File: config.mk
export PLATFORM = sky130hd
export DESIGN_NAME = dm_store_ctrl
export DESIGN_NICKNAME = d
export VERILOG_FILES = /design/src/rtl/dm_pkg.sv /design/src/rtl/dm_store_ctrl_st_merge.sv /design/src/rtl/dm_store_ctrl.sv
export SDC_FILE = /design/constraint.sdc
export NUM_CORES = 1
export LEC_CHECK = 0
export ABC_AREA = 1
export CAP_MARGIN = 15
export CORE_MARGIN = 4
export CORE_UTILIZATION = 38
export CTS_CLUSTER_DIAMETER = 60
export DETAILED_ROUTE_END_ITERATION = 8
export DONT_BUFFER_PORTS = 1
export GPL_TIMING_DRIVEN = 0
export HOLD_SLACK_MARGIN = 0.1
export PLACE_DENSITY = 0.58
export SLEW_MARGIN = 10
export SYNTH_ARGS = -nofsm -noshare
export SYNTH_HDL_FRONTEND = slang
export SYNTH_SLANG_ARGS = --single-unit
File: constraint.sdc
create_clock -name clk -period 2.4 [get_ports clk]
set_input_delay 0.36 -clock clk [delete_from_list [all_inputs] [get_ports clk]]
set_output_delay 0.36 -clock clk [all_outputs]
set_load 0.05 [all_outputs]
File: src/rtl/dm_pkg.sv
// Shared definitions for the data-memory store path: size encodings, FSM states,
// word-address width and the store legality rule.
package dm_pkg;

    localparam int unsigned DM_AW = 10;

    localparam logic [1:0] SZ_BYTE = 2'd0;
    localparam logic [1:0] SZ_HALF = 2'd1;
    localparam logic [1:0] SZ_WORD = 2'd2;

    typedef enum logic [1:0] {
        IDLE  = 2'd0,
        READ  = 2'd1,
        WRITE = 2'd2,
        ERR   = 2'd3
    } state_e;

    // Bytes may go anywhere, halves need an even address, words need word alignment.
    function automatic logic store_legal(input logic [1:0] size, input logic [1:0] lsb);
        case (size)
            SZ_BYTE: store_legal = 1'b1;
            SZ_HALF: store_legal = (lsb[0] == 1'b0);
            SZ_WORD: store_legal = (lsb == 2'b00);
            default: store_legal = 1'b0;
        endcase
    endfunction

endpackage

File: src/rtl/dm_store_ctrl_st_merge.sv
// Combinational lane merge: replaces the addressed byte/half lane of an old word
// with right-justified store data; word stores pass the data through.
module st_merge
    import dm_pkg::*;
(
    input  logic [31:0] old_word,
    input  logic [31:0] wdata,
    input  logic [1:0]  size,
    input  logic [1:0]  lsb,
    output logic [31:0] merged
);

    always_comb begin
        merged = old_word;
        case (size)
            SZ_BYTE: merged[{lsb, 3'b000} +: 8]        = wdata[7:0];
            SZ_HALF: merged[{lsb[1], 4'b0000} +: 16]   = wdata[15:0];
            SZ_WORD: merged                            = wdata;
            default: merged                            = old_word;
        endcase
    end

endmodule

File: src/rtl/dm_store_ctrl.sv
// Store controller: word stores write directly, sub-word stores read-modify-write
// the containing word, illegal or misaligned requests raise a one-cycle err.
module dm_store_ctrl
    import dm_pkg::*;
(
    input  logic              clk,
    input  logic              rst_n,
    input  logic              req,
    input  logic [11:0]       addr,
    input  logic [31:0]       wdata,
    input  logic [1:0]        size,
    output logic              ready,
    output logic              done,
    output logic              err,
    output logic [DM_AW-1:0]  mem_addr,
    output logic [31:0]       mem_din,
    output logic              mem_we,
    input  logic [31:0]       mem_rdata
);

    state_e      state;
    state_e      state_nxt;
    logic        accept;
    logic [11:0] cap_addr;
    logic [31:0] cap_wdata;
    logic [1:0]  cap_size;
    logic [31:0] data_q;
    logic [31:0] merged;

    st_merge u_merge (
        .old_word (mem_rdata),
        .wdata    (cap_wdata),
        .size     (cap_size),
        .lsb      (cap_addr[1:0]),
        .merged   (merged)
    );

    // data_q is the single write-data register: loaded with wdata on a word
    // accept, or with the merged word at the end of READ.
    always_ff @(posedge clk or negedge rst_n) begin
        if (!rst_n) begin
            state     <= IDLE;
            cap_addr  <= '0;
            cap_wdata <= '0;
            cap_size  <= '0;
            data_q    <= '0;
        end else begin
            state <= state_nxt;
            if (accept) begin
                cap_addr  <= addr;
                cap_wdata <= wdata;
                cap_size  <= size;
                if (size == SZ_WORD) begin
                    data_q <= wdata;
                end
            end
            if (state == READ) begin
                data_q <= merged;
            end
        end
    end

    always_comb begin
        state_nxt = state;
        accept    = 1'b0;
        ready     = 1'b0;
        done      = 1'b0;
        err       = 1'b0;
        mem_we    = 1'b0;
        case (state)
            IDLE: begin
                ready = 1'b1;
                if (req) begin
                    accept = 1'b1;
                    if (!store_legal(size, addr[1:0])) begin
                        state_nxt = ERR;
                    end else if (size == SZ_WORD) begin
                        state_nxt = WRITE;
                    end else begin
                        state_nxt = READ;
                    end
                end
            end
            READ: begin
                state_nxt = WRITE;
            end
            WRITE: begin
                mem_we    = 1'b1;
                done      = 1'b1;
                state_nxt = IDLE;
            end
            ERR: begin
                err       = 1'b1;
                state_nxt = IDLE;
            end
            default: begin
                state_nxt = IDLE;
            end
        endcase
    end

    assign mem_addr = cap_addr[11:2];
    assign mem_din  = data_q;

endmodule
## After elaboration in Yosys (flattened, before gate mapping)

Cells that the tools add are included.

| operators by class | value |
|---|---|
| add/sub/neg operators | 2 |
| equal/unequal tests | 8 |
| shift-type cells | 4 |
| multiplexer cells | 18 |
| bitwise operators | 1 |
| reductions and logical operators | 8 |

Operator list:

| kind | count |
|---|---|
| $mux W32 | 3 |
| $pmux W32 S3 | 1 |
| $bwmux W32 | 2 |
| $shift A16 B7 Y32 const A | 1 |
| $shift A8 B7 Y32 const A | 1 |
| $shiftx A16 B7 Y32 | 1 |
| $shiftx A8 B7 Y32 | 1 |
| $neg A5 Y7 | 2 |
| $eq A2 B2 Y1 const B | 4 |
| $logic_not A2 Y1 | 4 |
| $mux W1 | 7 |
| $eq A2 B1 Y1 const B | 3 |
| $mux W2 | 3 |
| $pmux W2 S3 | 1 |
| $reduce_bool A2 Y1 | 2 |
| $pmux W1 S3 | 1 |
| $ne A2 B2 Y1 const B | 1 |
| $reduce_and A2 Y1 | 1 |
| $reduce_or A2 Y1 | 1 |
| $not A1 Y1 | 1 |

| storage, ports and cells | value |
|---|---|
| register bits | 80 |
| input port bits | 81 |
| output and inout bits | 46 |
| word-level logic and storage cells | 46 |

## Depth between registers and ports, before layout

Gate-level depths: netlist of the first run.

| depth | value |
|---|---|
| depth after elaboration | 7 |
| mapped depth | 11 |
| depth with buffers taken out | 10 |

## Hierarchy

Synthesis of the first run repeated with hierarchy kept, for this count alone.

| second synthesis, totals | value |
|---|---|
| cells, all modules | 858 |
| area, all modules | 5,467.7 um2 |

By module, submodules not included:

| module | times used | cells each | area an instance (um2) | seq. area each (um2) |
|---|---|---|---|---|
| dm_store_ctrl | 1 | 471 | 3,781.1 | 2,001.9 |
| st_merge | 1 | 387 | 1,686.6 | 0.0 |

## Worst setup path before layout of the first run

Ideal clock, no wire load.

| timing | value |
|---|---|
| kind | register to output |
| from | reg state[0] |
| to | out mem_we |
| arrival time | 1.439 ns |
| required time | 2.040 ns |
| path slack | 0.601 ns |
| cell stages (with the launch flop) | 3 |
| path buffers | 1 |
| cell sequence | dfrtp_1 > nor2_1 > buf_4 |

| between the ends | value |
|---|---|
| word-level cells in the longest chain between the ends | 2 |

RTL lines:

| what | RTL line | source |
|---|---|---|
| from (decl) | dm_store_ctrl.sv:21 | `state_e state;` |
| from (signal assigned) | dm_store_ctrl.sv:48 | `state <= state_nxt;` |
| $eq A2 B2 Y1 | n/a |  |
| $mux W1 | n/a |  |
| to (decl) | dm_store_ctrl.sv:17 | `output logic mem_we,` |

Every way passes these cells.

## Worst setup path in the final report of the first run

Same ends and word-level chain as after synthesis.

==> results of run 1 <==
## flip-flops by register name (all words and copies together) (netlist names)
register and cells:
cap_addr 12, cap_size 2, cap_wdata 32, mem_din 32
state 2
## cells in the final DEF, fill, tap and decap left out, types with 4 or more instances in the layout
cell type / netlist / layout
o21ai_1: 7 / 7
nand3_1: 16 / 15
ha_1: 5 / 5
o211ai_1: 18 / 18
nand2_2: 4 / 4
o21ai_0: 84 / 84
clkbuf_1: 10 / 11
a21oi_1: 52 / 52
buf_4: 15 / 15
buf_2: 23 / 23
inv_2: 6 / 6
clkbuf_16: 0 / 9
inv_1: 72 / 72
nor2_1: 89 / 89
mux2_2: 18 / 18
dfrtp_1: 80 / 80
o22ai_1: 18 / 18
nor2_4: 3 / 4
nand2_1: 220 / 220
## layout make-up
cell class                 count  share of cell area, %
buffer                        51                   4.86
clock buffer                  11                   4.25
clock inverter                 4                   1.36
inverter                      78                   5.12
multi-input combinational    538                   44.9
sequential                    80                   35.0
tap                          176                   3.85
timing repair buffer           2                  0.657
## layer usage
layer	vias to the layer above	wire length, um	share of wire, %	global-route usage [%]
li1	2417	-	-	-
met2	259	7800	44	34.6
met5	-	0	0	0
met4	0	454	2.6	8.97
met1	2426	7760	44	31.8
met3	38	1610	9.1	6.63
## power by group through the flow
stage	Clock (mW)	Sequential, mW	Combinational, mW
2_1_floorplan	0	3.18	2.52
3_3_place_gp	0	3.36	3.14
3_5_place_dp	0	3.37	3.19
4_1_cts	1.54	3.35	3.25
5_1_grt	1.58	3.42	3.66
6_report	1.50	3.35	3.28
## final timing paths
path | slack, ps | start | cells past startpoint | endpoint
setup / recovery | 130 | state[0]$_DFFE_PN0P_ | 2 | mem_we
hold / removal | 160 | addr[1] | 2 | state[0]$_DFFE_PN0P_
setup reg to reg | 170 | cap_addr[1]$_DFFE_PN0P_ | 10 | mem_din[7]$_DFFE_PN0P_
hold reg to reg | 480 | cap_wdata[12]$_DFFE_PN0P_ | 2 | cap_wdata[12]$_DFFE_PN0P_
max in group asynchronous | 1470 | rst_n | 2 | cap_addr[0]$_DFFE_PN0P_
min in group asynchronous | 540 | rst_n | 2 | mem_din[2]$_DFFE_PN0P_
## through the flow
step / instance area, um^2 / instances / setup slack, ps / utilization [%] / power (mW)
finish: 5710 / 940 / 126 / 43.1 / 8.13
global route: 5710 / 940 / 7.34 / 43.1 / 8.67
CTS: 5700 / 940 / 14.4 / 43.1 / 8.13
detailed placement: 5350 / 923 / 30.8 / 40.4 / 6.56
global placement: 5350 / 923 / 26.8 / 40.4 / 6.50
floorplan: 5120 / 747 / 601 / - / 5.70
## timing repair
action	in CTS	in global routing
hold buffers	2	0
endpoints found under the hold margin	80	0
setup endpoints to repair	0	12
gates resized for setup	0	2
## cell families after synthesis
logic type | share of synthesized area (%)
AOI/OAI and AO/OA | 18.9
adders and majority gates | 1.22
buffers and inverters | 11.1
DFF | 39.1
muxes | 3.95
and+or+nand+nor | 25.7
==> results.ini, run 1 <==
[sta]
final_max_slew_viol_count = 0
post-route-period-util_pct = 94.8
relSlewSlack_pct = 37.3
period_minus_slack_ps = 2270
worstMarginPinSlew_ps = 938
fmax_mhz = 440
setup_tns_ps = 0
fin_hold_ws_ps = 157
finalHoldViolations = 0
rsz0062_at_grt = false
fin_worst_skew_ps = 8.98
setup_viol = 0

[worst_setup_path]
cp-start-kind = flip-flop
critPathTopFamily = simple AND/OR/NAND/NOR gates
worstSetupPathType = reg -> out
critPathSlowestCell = nor2_1
worstPathMaxFanout = 5
cp.buffers_inverters = 1
cp-end-kind = primary output
crit_chain = nor2_1 > buf_4
critPathMaxStageDelay_ps = 760
cp.required_ps = 2040
worstPathArrival_ps = 1910

[detailed_routing]
finalWirelength_um = 17600
avgViaCountPerCell = 5.47
wl_per_cell_um = 18.8
dr.pass1.iters = 6
route.detailed.drc = 0
ant_nets = 0
dr_total_vias = 5140
drt_iter0_drc = 540

[logic_synthesis]
syn_inst = 747
ys_types = 23
synth.area.top_cells = dfrtp_1 39%, nand2_1 16%, o21ai_0 8.2%
synth.top_cell.area_share_pct = 39.1
synth_top_area_cell = dfrtp_1
synth_top_flop_cell = dfrtp_1
synth.most_common_cell = nand2_1
yosysWarningCount = 0
synth-edff-count = 0
synth_nets = 833
netlist_top_cells_count = 220 x nand2_1, 89 x nor2_1, 84 x o21ai_0, 80 x dfrtp_1, 72 x inv_1
synth-seq-area-share_pct = 39.1
synth_area_um2 = 5120
ys_async_sr_fraction_pct = 100
synth-seq-cells = 80
syn_area_per_cell_um2 = 6.86

[power]
power.share.switching_pct = 51.6
internal_power_mw = 3.94
leakagePower_nw = 2.85
power_frac_comb_pct = 40.4
vdd.ir_drop.worst_mv = 0.651
clock_power_share_pct = 18.5
pwr-share-seq_pct = 41.2
power_switching_mw = 4.19
power_density_nw_per_um2 = 1420

[finish]
antennaDiodeCount = 0
layout.area.seq_um2 = 2000
final_net_count = 846
syn_to_final_growth_pct = 11.5
fill_cells = 1420
drive_above_1_share_pct = 11.5
multiInputGateArea_um2 = 2560

[hold_path]
min-delay-path-class = in -> reg

[run]
max_cap_viol_count = 0

[global_routing]
antenna_found_initial = 0
grt.total_usage_pct = 23.2
grt_pass1_vias = 4812
grt.overflow.total = 0
grt_max_degree = 81
grt_pass1_wl_um = 26800

[floorplan]
die_w_um = 124
die_area_um2 = 15400
rows = 42
core_um2 = 13200
io_pins = 127
initial_core_util_pct = 38.7
fp.dieH_um = 124

[placement]
gp_congestion = 0.919
port-buffer-count = 0
place_hpwl_um = 12800

[cts]
clk_latency_ps = 350
cts_htree_levels = 3
cts.sinks = 80
postCtsSetupBuffers = 0
clockRootBuffer = clkbuf_16
numCtsBuffers = 9
clock_path_buffers = 2
cts_tree = yes
cts.reportedPaths.clkPinSlew_ps = 60

[run_status]
outcome = finished, final reports clean

Note: power is estimated with default switching activity, not from simulation.
==> run 2, diff against run 1 <==
--- a/config.mk
+++ b/config.mk
@@ -6,6 +6,7 @@
 export NUM_CORES = 1
 export LEC_CHECK = 0
 export ABC_AREA = 1
+export ABC_CLOCK_PERIOD_IN_PS = 2400
 export CAP_MARGIN = 15
 export CORE_MARGIN = 4
 export CORE_UTILIZATION = 38
@@ -15,6 +16,7 @@
 export GPL_TIMING_DRIVEN = 0
 export HOLD_SLACK_MARGIN = 0.1
 export PLACE_DENSITY = 0.58
+export RECOVER_POWER = 25
 export SLEW_MARGIN = 10
 export SYNTH_ARGS = -nofsm -noshare
 export SYNTH_HDL_FRONTEND = slang
==> results.ini, run 2 (synthesized netlist as in run 1, its figures left out) <==
[global_routing]
grt.overflow.total = 0  ; unchanged
antenna_found_initial = 0  ; unchanged
grt_pass1_wl_um = 26800  ; unchanged
grt_max_degree = 81  ; unchanged
grt.total_usage_pct = 23.2  ; unchanged
grt_pass1_vias = 4812  ; unchanged

[sta]
fmax_mhz = 440  ; about the same
post-route-period-util_pct = 94.8  ; about the same
final_max_slew_viol_count = 0  ; unchanged
period_minus_slack_ps = 2270  ; about the same
relSlewSlack_pct = 24.9  ; was 37.3%
worstMarginPinSlew_ps = 1130  ; was 938 ps
rsz0062_at_grt = false  ; unchanged
finalHoldViolations = 0  ; unchanged
fin_worst_skew_ps = 8.98  ; about the same
setup_viol = 0  ; unchanged
setup_tns_ps = 0  ; unchanged

[power]
clock_power_share_pct = 18.5  ; about the same
vdd.ir_drop.worst_mv = 0.651  ; about the same
power_switching_mw = 4.19  ; about the same
leakagePower_nw = 2.84  ; was 2.85 nW
power.share.switching_pct = 51.6  ; about the same
power_density_nw_per_um2 = 1430  ; was 1420 nW/um^2
pwr-share-seq_pct = 41.2  ; about the same
power_frac_comb_pct = 40.3  ; was 40.4%
total_power_mw = 8.12  ; was 8.13 mW
internal_power_mw = 3.93  ; was 3.94 mW

[floorplan]
io_pins = 127  ; unchanged
initial_core_util_pct = 38.7  ; unchanged
rows = 42  ; unchanged
die_w_um = 124  ; unchanged
die_area_um2 = 15400  ; unchanged
fp.dieH_um = 124  ; unchanged
core_um2 = 13200  ; unchanged

[worst_setup_path]
cp-start-kind = flip-flop  ; unchanged
cp-end-kind = primary output  ; unchanged
critPathMaxStageDelay_ps = 760  ; about the same
critPathTopFamily = simple AND/OR/NAND/NOR gates  ; unchanged
crit_chain = nor2_1 > buf_4  ; unchanged
cp.required_ps = 2040  ; about the same
worstPathArrival_ps = 1910  ; about the same
cp.buffers_inverters = 1  ; unchanged
worstSetupPathType = reg -> out  ; unchanged
worstPathMaxFanout = 5  ; unchanged
critPathSlowestCell = nor2_1  ; unchanged

[placement]
gp_congestion = 0.919  ; unchanged
port-buffer-count = 0  ; unchanged
place_hpwl_um = 12800  ; unchanged

[finish]
drive_above_1_share_pct = 11.5  ; unchanged
antennaDiodeCount = 0  ; unchanged
syn_to_final_growth_pct = 11.1  ; was 11.5%
layout_commonest_cell = nand2_1  ; unchanged
fill_cells = 1422  ; was 1,420
mostFrequentLayoutCells = 220 x nand2_1, 89 x nor2_1, 84 x o21ai_0, 80 x dfrtp_1, 72 x inv_1  ; unchanged
final_net_count = 846  ; unchanged

[run_status]
outcome = finished, final reports clean  ; unchanged

[run]
max_cap_viol_count = 0  ; unchanged

[cts]
cts_tree = yes  ; unchanged
numCtsBuffers = 9  ; unchanged
clock_path_buffers = 2  ; unchanged
cts.sinks = 80  ; unchanged
clockRootBuffer = clkbuf_16  ; unchanged
cts.reportedPaths.clkPinSlew_ps = 60  ; about the same
cts_htree_levels = 3  ; unchanged
clk_latency_ps = 350  ; about the same

[hold_path]
min-delay-path-class = in -> reg  ; unchanged

[detailed_routing]
dr_total_vias = 5113  ; was 5,140
finalWirelength_um = 17600  ; about the same
avgViaCountPerCell = 5.44  ; was 5.47
wl_per_cell_um = 18.7  ; was 18.8 um
ant_nets = 0  ; unchanged
dr.pass1.iters = 5  ; was 6
route.detailed.drc = 0  ; unchanged
drt_iter0_drc = 540  ; unchanged

## run 2: cell types whose count changed in the layout (fill, tap and decap cells not counted)
cell      before  now
buf_16         1    0
clkbuf_4       0    1
## run 2: layout make-up
cell class | instances | area (um^2) | area share, %
Multi-Input combinational cell | 538 | 2560 | 45.0
Sequential cell | 80 | 2000 | 35.2
Inverter | 78 | 293 | 5.14
Buffer | 51 | 278 | 4.88
Clock buffer | 11 | 243 | 4.26
Tap cell | 176 | 220 | 3.87
Clock inverter | 4 | 77.6 | 1.36
Timing Repair Buffer | 2 | 17.5 | 0.308
## run 2: per-layer routing
metal  GRT usage [%]  up-vias  part of all wire, %
li1                -     2416                    -
met1            31.8     2429                   44
met4            8.97        0                  2.4
met5               0        -                    0
met2            34.6      235                   45
met3            6.63       33                  8.7
## run 2: per-stage QoR
step           hold slack, ps  cell area (um^2)  cells  utilization [%]  worst slack, ps
2_1_floorplan            64.4              5120    747                -              601
4_1_cts                   144              5700    940             43.1             14.4
6_report                  157              5690    940             43.0              126
5_1_grt                   148              5690    940             43.0             7.34
3_5_place_dp             66.7              5350    923             40.4             30.8
3_3_place_gp             66.9              5350    923             40.4             26.8
## run 2: final timing paths
| kind | start | to | slack [ps] | cells after the start |
|---|---|---|---|---|
| setup reg to reg | cap_addr[1]$_DFFE_PN0P_ | mem_din[7]$_DFFE_PN0P_ | 170 | 10 |
| min in group asynchronous | rst_n | mem_din[2]$_DFFE_PN0P_ | 760 | 2 |
| hold reg to reg | cap_wdata[12]$_DFFE_PN0P_ | cap_wdata[12]$_DFFE_PN0P_ | 480 | 2 |
| setup / recovery | state[0]$_DFFE_PN0P_ | mem_we | 130 | 2 |
| max in group asynchronous | rst_n | cap_addr[0]$_DFFE_PN0P_ | 870 | 2 |
| hold / removal | addr[1] | state[0]$_DFFE_PN0P_ | 160 | 2 |
## run 2: repair_timing
item	in CTS	in global routing
resized for setup	0	2
setup buffers	0	0
endpoints found under the hold margin	80	0
setup endpoints to repair	0	12
hold buffers	2	0
## run 2: power groups by stage
stage	sequential [mW]	combinational, mW	clock [mW]
4_1_cts	3.35	3.25	1.54
5_1_grt	3.42	3.66	1.58
2_1_floorplan	3.18	2.52	0
3_5_place_dp	3.37	3.19	0
6_report	3.35	3.28	1.50
3_3_place_gp	3.36	3.14	0
## run 2: worst reg2reg max path: stages, from the launching register on
cell and delay (ps):
dfrtp_1 400, buf_2 200, inv_2 220, ha_1 290, nor2_1 420, nand2_1 160
o22ai_1 150, nand2_1 80, nand2_1 90, nand2_1 80, nand2_1 70
==> run 3, diff against run 2 <==
--- a/config.mk
+++ b/config.mk
@@ -13,7 +13,6 @@
 export CTS_CLUSTER_DIAMETER = 60
 export DETAILED_ROUTE_END_ITERATION = 8
 export DONT_BUFFER_PORTS = 1
-export GPL_TIMING_DRIVEN = 0
 export HOLD_SLACK_MARGIN = 0.1
 export PLACE_DENSITY = 0.58
 export RECOVER_POWER = 25
==> results.ini, run 3 (synthesized netlist as in run 1, its figures left out) <==
[power]
power_switching_mw = 4.02  ; was 4.19 mW
power.share.switching_pct = 52.0  ; was 51.6%
clock_power_share_pct = 17.1  ; was 18.5%
power_density_nw_per_um2 = 1400  ; was 1430 nW/um^2
internal_power_mw = 3.71  ; was 3.93 mW
vdd.ir_drop.worst_mv = 0.707  ; was 0.651 mV
leakagePower_nw = 2.73  ; was 2.84 nW
pwr-share-seq_pct = 46.9  ; was 41.2%
power_frac_comb_pct = 36.1  ; was 40.3%

[sta]
final_max_slew_viol_count = 0  ; unchanged
relSlewSlack_pct = 24.7  ; was 24.9%
finalHoldViolations = 0  ; unchanged
post-route-period-util_pct = 86.7  ; was 94.8%
rsz0062_at_grt = false  ; unchanged
setup_tns_ps = 0  ; unchanged
worstMarginPinSlew_ps = 1130  ; about the same
period_minus_slack_ps = 2080  ; was 2270 ps
fmax_mhz = 480  ; was 440 MHz
fin_ws_ps = 318  ; was 126 ps
fin_worst_skew_ps = 8.92  ; was 8.98 ps
setup_viol = 0  ; unchanged

[detailed_routing]
wl_per_cell_um = 17.5  ; was 18.7 um
avgViaCountPerCell = 5.35  ; was 5.44
drt_iter0_drc = 455  ; was 540
route.detailed.drc = 0  ; unchanged
ant_nets = 0  ; unchanged
dr_total_vias = 4822  ; was 5,113
dr.pass1.iters = 5  ; unchanged
finalWirelength_um = 15800  ; was 17,600 um

[placement]
place_hpwl_um = 11000  ; was 12,800 um
gp_congestion = 0.856  ; was 0.919
dpl_cell_area_um2 = 5220  ; was 5350 um^2
place_ws_ps = 337  ; was 30.8 ps
port-buffer-count = 0  ; unchanged
dp_cells = 884  ; was 923

[finish]
syn_to_final_growth_pct = 7.84  ; was 11.1%
fin_cells = 902  ; was 940
final_net_count = 807  ; was 846
drive_above_1_share_pct = 8.54  ; was 11.5%
final_util_pct = 41.7  ; was 43.0%
mostFrequentLayoutCells = 220 x nand2_1, 88 x nor2_1, 84 x o21ai_0, 80 x dfrtp_1, 71 x inv_1  ; was 220 x nand2_1, 89 x nor2_1, 84 x o21ai_0, 80 x dfrtp_1, 72 x inv_1
antennaDiodeCount = 0  ; unchanged
layout_commonest_cell = nand2_1  ; unchanged
stdcell_area_um2 = 5530  ; was 5690 um^2

[cts]
clock_path_buffers = 2  ; unchanged
cts.sinks = 80  ; unchanged
cts_tree = yes  ; unchanged
numCtsBuffers = 9  ; unchanged
cts_resized = 0  ; unchanged
cts.reportedPaths.clkPinSlew_ps = 60  ; about the same
cts_htree_levels = 3  ; unchanged
clk_latency_ps = 340  ; was 350 ps
clockRootBuffer = clkbuf_16  ; unchanged

[worst_setup_path]
worstPathArrival_ps = 2350  ; was 1910 ps
cp-start-kind = flip-flop  ; unchanged
cp-end-kind = flip-flop  ; was primary output
worstPathMaxFanout = 12  ; was 5
cp.required_ps = 2670  ; was 2040 ps
worstSetupPathType = reg -> reg  ; was reg -> out

[global_routing]
grt_pass1_wl_um = 24800  ; was 26,800 um
grt_max_degree = 81  ; unchanged
grt.total_usage_pct = 20.9  ; was 23.2%
grt.overflow.total = 0  ; unchanged
antenna_found_initial = 0  ; unchanged
grt_pass1_vias = 4599  ; was 4,812

[run_status]
outcome = finished, final reports clean  ; unchanged

[run]
max_cap_viol_count = 0  ; unchanged

[floorplan]
rows = 42  ; unchanged
die_w_um = 124  ; unchanged
fp.dieH_um = 124  ; unchanged
die_area_um2 = 15400  ; unchanged
initial_core_util_pct = 38.7  ; unchanged
io_pins = 127  ; unchanged
core_um2 = 13200  ; unchanged

[hold_path]
min-delay-path-class = in -> reg  ; unchanged

-- run 3: cell types whose count changed in the layout (fill, tap and decap cells not counted), sizes merged --
cell / delta
clkbuf: -8
buf: -28
inv: -1
clkinvlp: +1
bufinv: -2
-- run 3: per-layer routing --
layer / GRT usage (%) / part of all wire, %
met4: 6.50 / 1.7
met2: 33.6 / 46
met1: 28.0 / 45
met3: 5.09 / 6.7
met5: 0 / 0
-- run 3: what timing repair did --
item / in CTS / in global routing
hold buffers: 2 / 0
setup buffers: 0 / 0
endpoints found under the hold margin: 80 / 0
-- run 3: path summary, 6_finish.rpt --
kind	to	depth (start not counted)	from	slack (ps)
worst max-delay path	mem_din[2]$_DFFE_PN0P_	9	cap_addr[0]$_DFFE_PN0P_	320
worst min-delay path	state[0]$_DFFE_PN0P_	2	addr[1]	160
worst max register to register	mem_din[2]$_DFFE_PN0P_	9	cap_addr[0]$_DFFE_PN0P_	320
worst min register to register	cap_wdata[23]$_DFFE_PN0P_	2	cap_wdata[23]$_DFFE_PN0P_	480
max in group asynchronous	cap_wdata[16]$_DFFE_PN0P_	2	rst_n	880
min in group asynchronous	cap_addr[11]$_DFFE_PN0P_	2	rst_n	800
-- run 3: per-stage QoR --
| stage | power [mW] | hold slack [ps] |
|---|---|---|
| 6_report | 7.73 | 156 |
| 5_1_grt | 8.30 | 154 |
| 4_1_cts | 7.79 | 143 |
| 3_5_place_dp | 6.39 | 67.2 |
| 3_3_place_gp | 6.33 | 67.1 |
| 2_1_floorplan | 5.70 | 64.4 |
-- run 3: critical path: stages (launching register included) --
cell     delay [ps]
dfrtp_1         550
inv_1           180
ha_1            340
nor2_1          380
nand3_1         130
nand2_1          80
nand2_1          40
nand2_1         100
nand2_1          70
a21oi_1         130
-- run 3: cell type report --
type,count,area [um^2]
Clock buffer,14,274
Clock inverter,2,12.5
Fill cell,1427,7720
Sequential cell,80,2000
Tap cell,176,220
Multi-Input combinational cell,538,2550
Timing Repair Buffer,14,170
Inverter,78,293
-- run 3: power by group through the flow --
stage               clock network, mW  logic [mW]  registers, mW
CTS                              1.36        2.79           3.63
global placement                    0        2.70           3.64
floorplan                           0        2.52           3.18
detailed placement                  0        2.74           3.65
finish                           1.32        2.79           3.62
global route                     1.42        3.18           3.70
